==> src/rtl/button_input_port_pkg.sv <==
// Shared constants for the button input port: bit positions, register
// addresses and the default debounce length.
package button_input_port_pkg;

  localparam int NUM_BTN = 4;

  localparam int BTN_RIGHT = 0;
  localparam int BTN_LEFT  = 1;
  localparam int BTN_DOWN  = 2;
  localparam int BTN_UP    = 3;

  localparam logic ADDR_LEVEL = 1'b0;
  localparam logic ADDR_EVENT = 1'b1;

  localparam int DEBOUNCE_CYCLES_DEF = 4;

endpackage

==> src/rtl/button_input_port_btn_debounce.sv <==
// One button channel: two-flop synchronizer followed by a stable-count
// debouncer whose output level only moves after DEBOUNCE_CYCLES agreeing samples.
module btn_debounce #(
  parameter int DEBOUNCE_CYCLES = 4,
  parameter int CNT_W           = 8
) (
  input  logic clk,
  input  logic reset,
  input  logic i_raw,
  output logic o_db
);

  logic             r_sync1;
  logic             r_sync2;
  logic             r_db;
  logic [CNT_W-1:0] r_cnt;
  logic [CNT_W-1:0] w_cnt_inc;
  logic             w_hit;

  assign w_cnt_inc = r_cnt + 1'b1;
  assign w_hit     = (w_cnt_inc == CNT_W'(DEBOUNCE_CYCLES));
  assign o_db      = r_db;

  always_ff @(posedge clk or negedge reset) begin
    if (!reset) begin
      r_sync1 <= 1'b0;
      r_sync2 <= 1'b0;
      r_db    <= 1'b0;
      r_cnt   <= '0;
    end else begin
      r_sync1 <= i_raw;
      r_sync2 <= r_sync1;
      // Any sample agreeing with the current level restarts the count.
      if (r_sync2 == r_db) begin
        r_cnt <= '0;
      end else if (w_hit) begin
        r_db  <= r_sync2;
        r_cnt <= '0;
      end else begin
        r_cnt <= w_cnt_inc;
      end
    end
  end

endmodule

==> src/rtl/button_input_port.sv <==
// Memory-mapped button peripheral: debounced levels, sticky press events with
// overflow flags, a registered read port and a level interrupt.
module button_input_port
  import button_input_port_pkg::*;
#(
  parameter int DEBOUNCE_CYCLES = DEBOUNCE_CYCLES_DEF,
  parameter int CNT_W           = 8
) (
  input  logic        clk,
  input  logic        reset,
  input  logic        up,
  input  logic        down,
  input  logic        left,
  input  logic        right,
  input  logic        rd_en,
  input  logic        rd_addr,
  output logic [15:0] rd_data,
  output logic        rd_valid,
  output logic        irq
);

  logic [NUM_BTN-1:0] w_raw;
  logic [NUM_BTN-1:0] w_db;
  logic [NUM_BTN-1:0] w_press;
  logic [NUM_BTN-1:0] w_clr;
  logic [NUM_BTN-1:0] r_db_d;
  logic [NUM_BTN-1:0] r_event;
  logic [NUM_BTN-1:0] r_ovf;
  logic [15:0]        r_rd_data;
  logic               r_rd_valid;
  logic               w_rd_event;

  assign w_raw[BTN_RIGHT] = right;
  assign w_raw[BTN_LEFT]  = left;
  assign w_raw[BTN_DOWN]  = down;
  assign w_raw[BTN_UP]    = up;

  genvar gi;
  generate
    for (gi = 0; gi < NUM_BTN; gi++) begin : g_btn
      btn_debounce #(
        .DEBOUNCE_CYCLES(DEBOUNCE_CYCLES),
        .CNT_W          (CNT_W)
      ) u_debounce (
        .clk  (clk),
        .reset(reset),
        .i_raw(w_raw[gi]),
        .o_db (w_db[gi])
      );
    end
  endgenerate

  assign w_press    = w_db & ~r_db_d;
  assign w_rd_event = rd_en && (rd_addr == ADDR_EVENT);
  // An EVENT read clears the bits it returns; a same-cycle press is OR-ed in after.
  assign w_clr      = w_rd_event ? {NUM_BTN{1'b1}} : {NUM_BTN{1'b0}};

  always_ff @(posedge clk or negedge reset) begin
    if (!reset) begin
      r_db_d     <= '0;
      r_event    <= '0;
      r_ovf      <= '0;
      r_rd_data  <= '0;
      r_rd_valid <= 1'b0;
    end else begin
      r_db_d     <= w_db;
      r_event    <= (r_event & ~w_clr) | w_press;
      r_ovf      <= (r_ovf & ~w_clr) | (w_press & r_event & ~w_clr);
      r_rd_valid <= rd_en;
      if (rd_en) begin
        if (rd_addr == ADDR_EVENT) begin
          r_rd_data <= {8'b0, r_ovf, r_event};
        end else begin
          r_rd_data <= {12'b0, w_db};
        end
      end
    end
  end

  assign rd_data  = r_rd_data;
  assign rd_valid = r_rd_valid;
  assign irq      = |r_event;

endmodule

==> config.mk <==
export PLATFORM = sky130hd
export DESIGN_NAME = button_input_port
export DESIGN_NICKNAME = d
export VERILOG_FILES = /design/src/rtl/button_input_port_pkg.sv /design/src/rtl/button_input_port_btn_debounce.sv /design/src/rtl/button_input_port.sv
export SDC_FILE = /design/constraint.sdc
export NUM_CORES = 1
export LEC_CHECK = 0
export BUFFER_PORTS_ARGS = -buffer_cell sky130_fd_sc_hd__buf_2
export CAP_MARGIN = 20
export CORE_MARGIN = 1.5
export CORE_UTILIZATION = 59
export CTS_BUF_LIST = sky130_fd_sc_hd__clkbuf_16
export DETAILED_ROUTE_END_ITERATION = 12
export HOLD_SLACK_MARGIN = 0.05
export PLACE_DENSITY = 0.83
export SLEW_MARGIN = 20
export SYNTH_ARGS = -nofsm -noshare
export SYNTH_HDL_FRONTEND = slang
export SYNTH_HIERARCHICAL = 1
export SYNTH_SLANG_ARGS = --single-unit
==> constraint.sdc <==
create_clock -name clk -period 2.2 [get_ports clk]
set_input_delay 0 -clock clk [delete_from_list [all_inputs] [get_ports clk]]
set_output_delay 0 -clock clk [all_outputs]
set_load 0.05 [all_outputs]
### Word-level counts from Yosys, hierarchy flattened

Cells that the tools add are included.

* flip-flop bits (word level): 73
* input port bits: 8
* output and inout port bits: 18
* word-level logic and storage cells: 62

* $add $sub $neg: 4
* equal/unequal tests: 8
* multiplexer cells: 10
* bitwise logic cells: 13
* reductions and logical operators: 6

Operators with widths (count)
* two-way mux 8 bit: 9
* adder 8 x 1 -> 8 bit (second input constant): 4
* equality test 8 x 3 -> 1 bit (second input constant): 4
* AND 4 bit: 5
* inverter 4 bit: 2
* OR 4 bit: 2
* AND reduction 2 bit: 4
* equality test 1 bit: 4
* two-way mux 4 bit: 1
* inverter 1 bit: 4
* OR reduction 4 bit: 1
* logical AND 1 bit: 1

### Logic depth before layout (Yosys ltp)

* word-level depth: 5
* gate-level depth with buffers: 5
* depth with buffers taken out: 5

### Modules after synthesis

Netlist, hierarchy kept.

By module, submodules not included
* btn_debounce: times used 4, cells an instance 51, area an instance 561.8 um2, seq. area each 275.3 um2
* button_input_port: times used 1, cells an instance 75, area an instance 868.3 um2, seq. area each 525.5 um2

### Worst setup path before layout

No wires, ideal clock.

* path kind: register -> register
* start: register g_btn[0].u_debounce.r_cnt[0]
* end: register g_btn[0].u_debounce.r_db
* library setup time: 0.128 ns
* data arrival time: 1.637 ns
* data required time: 2.072 ns
* path slack: 0.436 ns
* stages on the path, launching flop included: 5
* path buffers: 0
* clock period less this slack: 1.764 ns
* cell sequence: dfrtp_1 -> and4_4 -> a2111o_1 -> a211oi_2 -> mux2_1

* longest elaborated chain between the ends: 3

Ends and longest elaborated chain
* start, declared: line button_input_port_btn_debounce.sv:16 `logic [CNT_W-1:0] r_cnt;`
* start signal, assigned: line button_input_port_btn_debounce.sv:40 `r_cnt <= w_cnt_inc;`
* adder 8 x 1 -> 8 bit: line button_input_port_btn_debounce.sv:20 `assign w_cnt_inc = r_cnt + 1'b1;`
* equality test 8 x 3 -> 1 bit: line button_input_port_btn_debounce.sv:21 `assign w_hit = (w_cnt_inc == CNT_W'(DEBOUNCE_CYCLES));`
* AND reduction 2 bit (no source line)
* end signal, assigned: line button_input_port_btn_debounce.sv:37 `r_db <= r_sync2;`
* end, declared: line button_input_port_btn_debounce.sv:15 `logic r_db;`

No other way between the ends.
A chain may end at the register's enable or synchronous reset.

### Worst setup path in the final report

Ends and elaborated chain as after synthesis.

==> flow_summary.ini <==
[clock_network]
clk_path_buf_depth = 2
numCtsBuffers = 9
h-tree-depth = 3
cts_tree = built
cts_sinks = 65
cts_root_buf = clkbuf_16
path_clk_slew_ps = 50
clock_latency_ps = 320

[layout]
nets = 319
syn_to_final_growth_pct = 14.8
drive_above_1_share_pct = 14.6
antennaDiodeCount = 0

[yosys]
synthXorXnorAreaFrac_pct = 10.1
synthAdderAreaFrac_pct = 3.21
netlist_area_um2 = 3120
synthCells = 279
yosysWarnings = 6
synthSimpleGateAreaFrac_pct = 15.9
postSynthAreaPerCell_um2 = 11.2
yosys_register_bits = 65
synth-compound-area-share_pct = 10.8
yosys-top-cells-area = dfrtp_1 (52%), xnor2_1 (5.6%), xor2_1 (4.5%), nor2_1 (3.4%), ha_1 (3.2%)
synth_top_cell_area_share_pct = 52.2
synth_mux_area_share_pct = 2.73
yosysSeqAreaShare_pct = 52.2
yosysTopAreaCell = dfrtp_1
synth_top_family_by_area = simple AND/OR/NAND/NOR gates
yosysUniqueCellTypes = 36

[drt]
drtIter0Drc = 76
drtAntennaViolNets = 0
wl_per_cell_um = 13.7
firstDrtPassIters = 4
wl_um = 5200
drc = 0
dr_total_vias = 2058
viasPerCell = 5.44

[setup_path]
crit_chain = ha_1 -> and3_1 -> a31oi_1 -> a211oi_2 -> mux2_1
reg2regPathDepth = 5
crit_buf_inv = 0
cp.depth = 5
crit_family = flip-flops
cp_max_fo = 7
arrival_ps = 2110
required_ps = 2400
crit_slowest_cell = dfrtp_1
slowest_delay_ps = 450
endpoint_kind = flop
critPathLaunchType = flop
crit_type = reg2reg

[sta]
max_freq_ghz = 0.523
rsz0062_at_grt = false
fin_skew_ps = 7.30
hold-worst-slack_ps = 212
hold_viol = 0
setup_violations = 0
fin_crit_sh_pct = 86.9
finalSetupTns_ps = 0
finalMaxSlewViolations = 0
tightestPinTransition_ps = 731
maxSlewHeadroom_pct = 50.9
fin_crit_ps = 1910

[grt]
grt_pass1_wl_um = 8510
grt_use_total_pct = 20.3
first_global_vias = 1886
grt-ovfl-total = 0
antenna_found_initial = 0
grt_max_degree = 42

[place]
port_buffers = 17
dpl.hpwl_um = 3260
globalplace.congestion = 0.780

[floorplan]
num_rows = 26
core_area_um2 = 5110
initial_core_util_pct = 61.0
die_area_um2 = 5730
boundaryPins = 26
die_h_um = 75.7
die_width_um = 75.7

[power]
power.density_nw_per_um2 = 1090
p_leak_nw = 1.60
irDropWorstVdd_uv = 566

[hold_path]
hold_path.class = in2async

[flow_run]
cap_violations = 0

[run_status]
status = finished clean
## registers in the layout, indices dropped and copies added, names as in the netlist
register	count
g_btn.u_debounce/r_cnt	32
rd_data	8
g_btn.u_debounce/o_db	4
g_btn.u_debounce/r_sync1	4
g_btn.u_debounce/r_sync2	4
r_db_d	4
r_event	4
r_ovf	4
rd_valid	1
## cell families (layout without fill, tap and decap cells)
| group | after synthesis | after routing |
|---|---|---|
| flops | 65 | 65 |
| compound gates | 40 | 40 |
| mux | 8 | 8 |
| other cells | 1 | 8 |
| simple gates | 90 | 90 |
| xor+xnor | 36 | 36 |
| buf+inv | 31 | 53 |
| fa+ha+maj | 8 | 8 |
## final cells by class
type | count | area (um2)
timing repair buffer | 25 | 175
multi-input combinational | 190 | 1360
inverter | 12 | 45.0
tap | 70 | 87.6
clock buffer | 9 | 225
fill | 366 | 1530
sequential | 65 | 1630
clock inverter | 7 | 55.1
## cells in the mapped netlist, drive strengths merged
library cell and instances:
nand4 8, mux2 4, or4 1, and3b 4, conb 1, a311oi 4, o21ai 4, nor2b 8
nor3 8, clkbuf 8, dfrtp 65, a32oi 4, a31oi 4, a21oi 4, a2111o 4, xnor2 20
a211oi 4, nand3b 4, a21bo 4, a22o 4, buf 11, xor2 16, and3 4, ha 8
inv 12, nand3 12, nor2 28, and2 4, mux2i 4, o21a 4, and4 4, nand2 5
## power breakdown
group / switching [mW] / internal [mW]
clock network: 0.477 / 0.855
registers: 0.277 / 1.45
logic: 0.514 / 0.329
## repair_timing
item                                    4_1_cts  5_1_grt
gates resized for setup                       0        0
hold endpoints to repair                     30        0
hold buffers                                  7        0
buffers inserted                              0        0
endpoints found under the setup margin        0        0
## final timing paths
path                                                endpoint                    startpoint  slack [ps]
worst max-delay path                g_btn[0].u_debounce/o_db  g_btn[0].u_debounce/r_cnt[0]         290
worst min-delay path            g_btn[3].u_debounce/r_cnt[4]                         reset         210
worst min register to register   g_btn[0].u_debounce/r_sync2   g_btn[0].u_debounce/r_sync1         350
max in group asynchronous       g_btn[2].u_debounce/r_cnt[1]                         reset        1380
min in group clk                 g_btn[1].u_debounce/r_sync1                          left         320
worst max register to register      g_btn[0].u_debounce/o_db  g_btn[0].u_debounce/r_cnt[0]         290
## cells in the final DEF (no fill, tap or decap), types with 2 or more instances in the layout
cell type | synthesis | final
dfrtp_1 | 65 | 65
nor2_1 | 28 | 28
xnor2_1 | 20 | 20
buf_2 | 2 | 17
xor2_1 | 16 | 16
inv_1 | 12 | 15
nand3_1 | 12 | 12
clkbuf_16 | 0 | 9
conb_1 | 1 | 8
nand4_1 | 8 | 8
nor2b_1 | 8 | 8
nor3_1 | 8 | 8
ha_1 | 8 | 8
dlygate4sd3_1 | 0 | 7
o21a_1 | 4 | 4
mux2i_1 | 4 | 4
a21oi_1 | 4 | 4
o21ai_0 | 4 | 4
and3_1 | 4 | 4
and4_4 | 4 | 4
nand2_1 | 4 | 4
and2_1 | 4 | 4
a2111o_1 | 4 | 4
a311oi_1 | 4 | 4
a31oi_1 | 4 | 4
a21bo_2 | 4 | 4
nand3b_1 | 4 | 4
a32oi_1 | 4 | 4
a211oi_2 | 4 | 4
mux2_1 | 4 | 4
and3b_1 | 3 | 3
a22o_1 | 3 | 3
clkinv_2 | 0 | 2
## per-stage QoR
stage                     cells  total power, mW  setup WS, ps  cell area [um2]  utilization [%]
after floorplan             286             2.34           436             3140                -
after global placement      355             2.52           366             3230             63.2
after detailed placement    355             2.57           308             3230             63.2
after CTS                   378             3.94           295             3580             70.0
after global routing        378             4.13           173             3580             70.0
final                       378             3.91           288             3580             70.0
## worst reg2reg max path: cells and delay by family, from the launching register on
family | cells | cell delay (ps)
AOI/OAI and AO/OA | 2 | 450
and+or+nand+nor | 1 | 240
adders and majority gates | 1 | 290
DFF | 1 | 450
muxes | 1 | 360
## metal layers
metal | global-route usage (%) | share of wire, %
met1 | 25.8 | 47
met2 | 32.5 | 48
met3 | 6.88 | 3.7
met4 | 7.74 | 1.5
met5 | 0 | 0
Power figures use the tool's default switching activity.
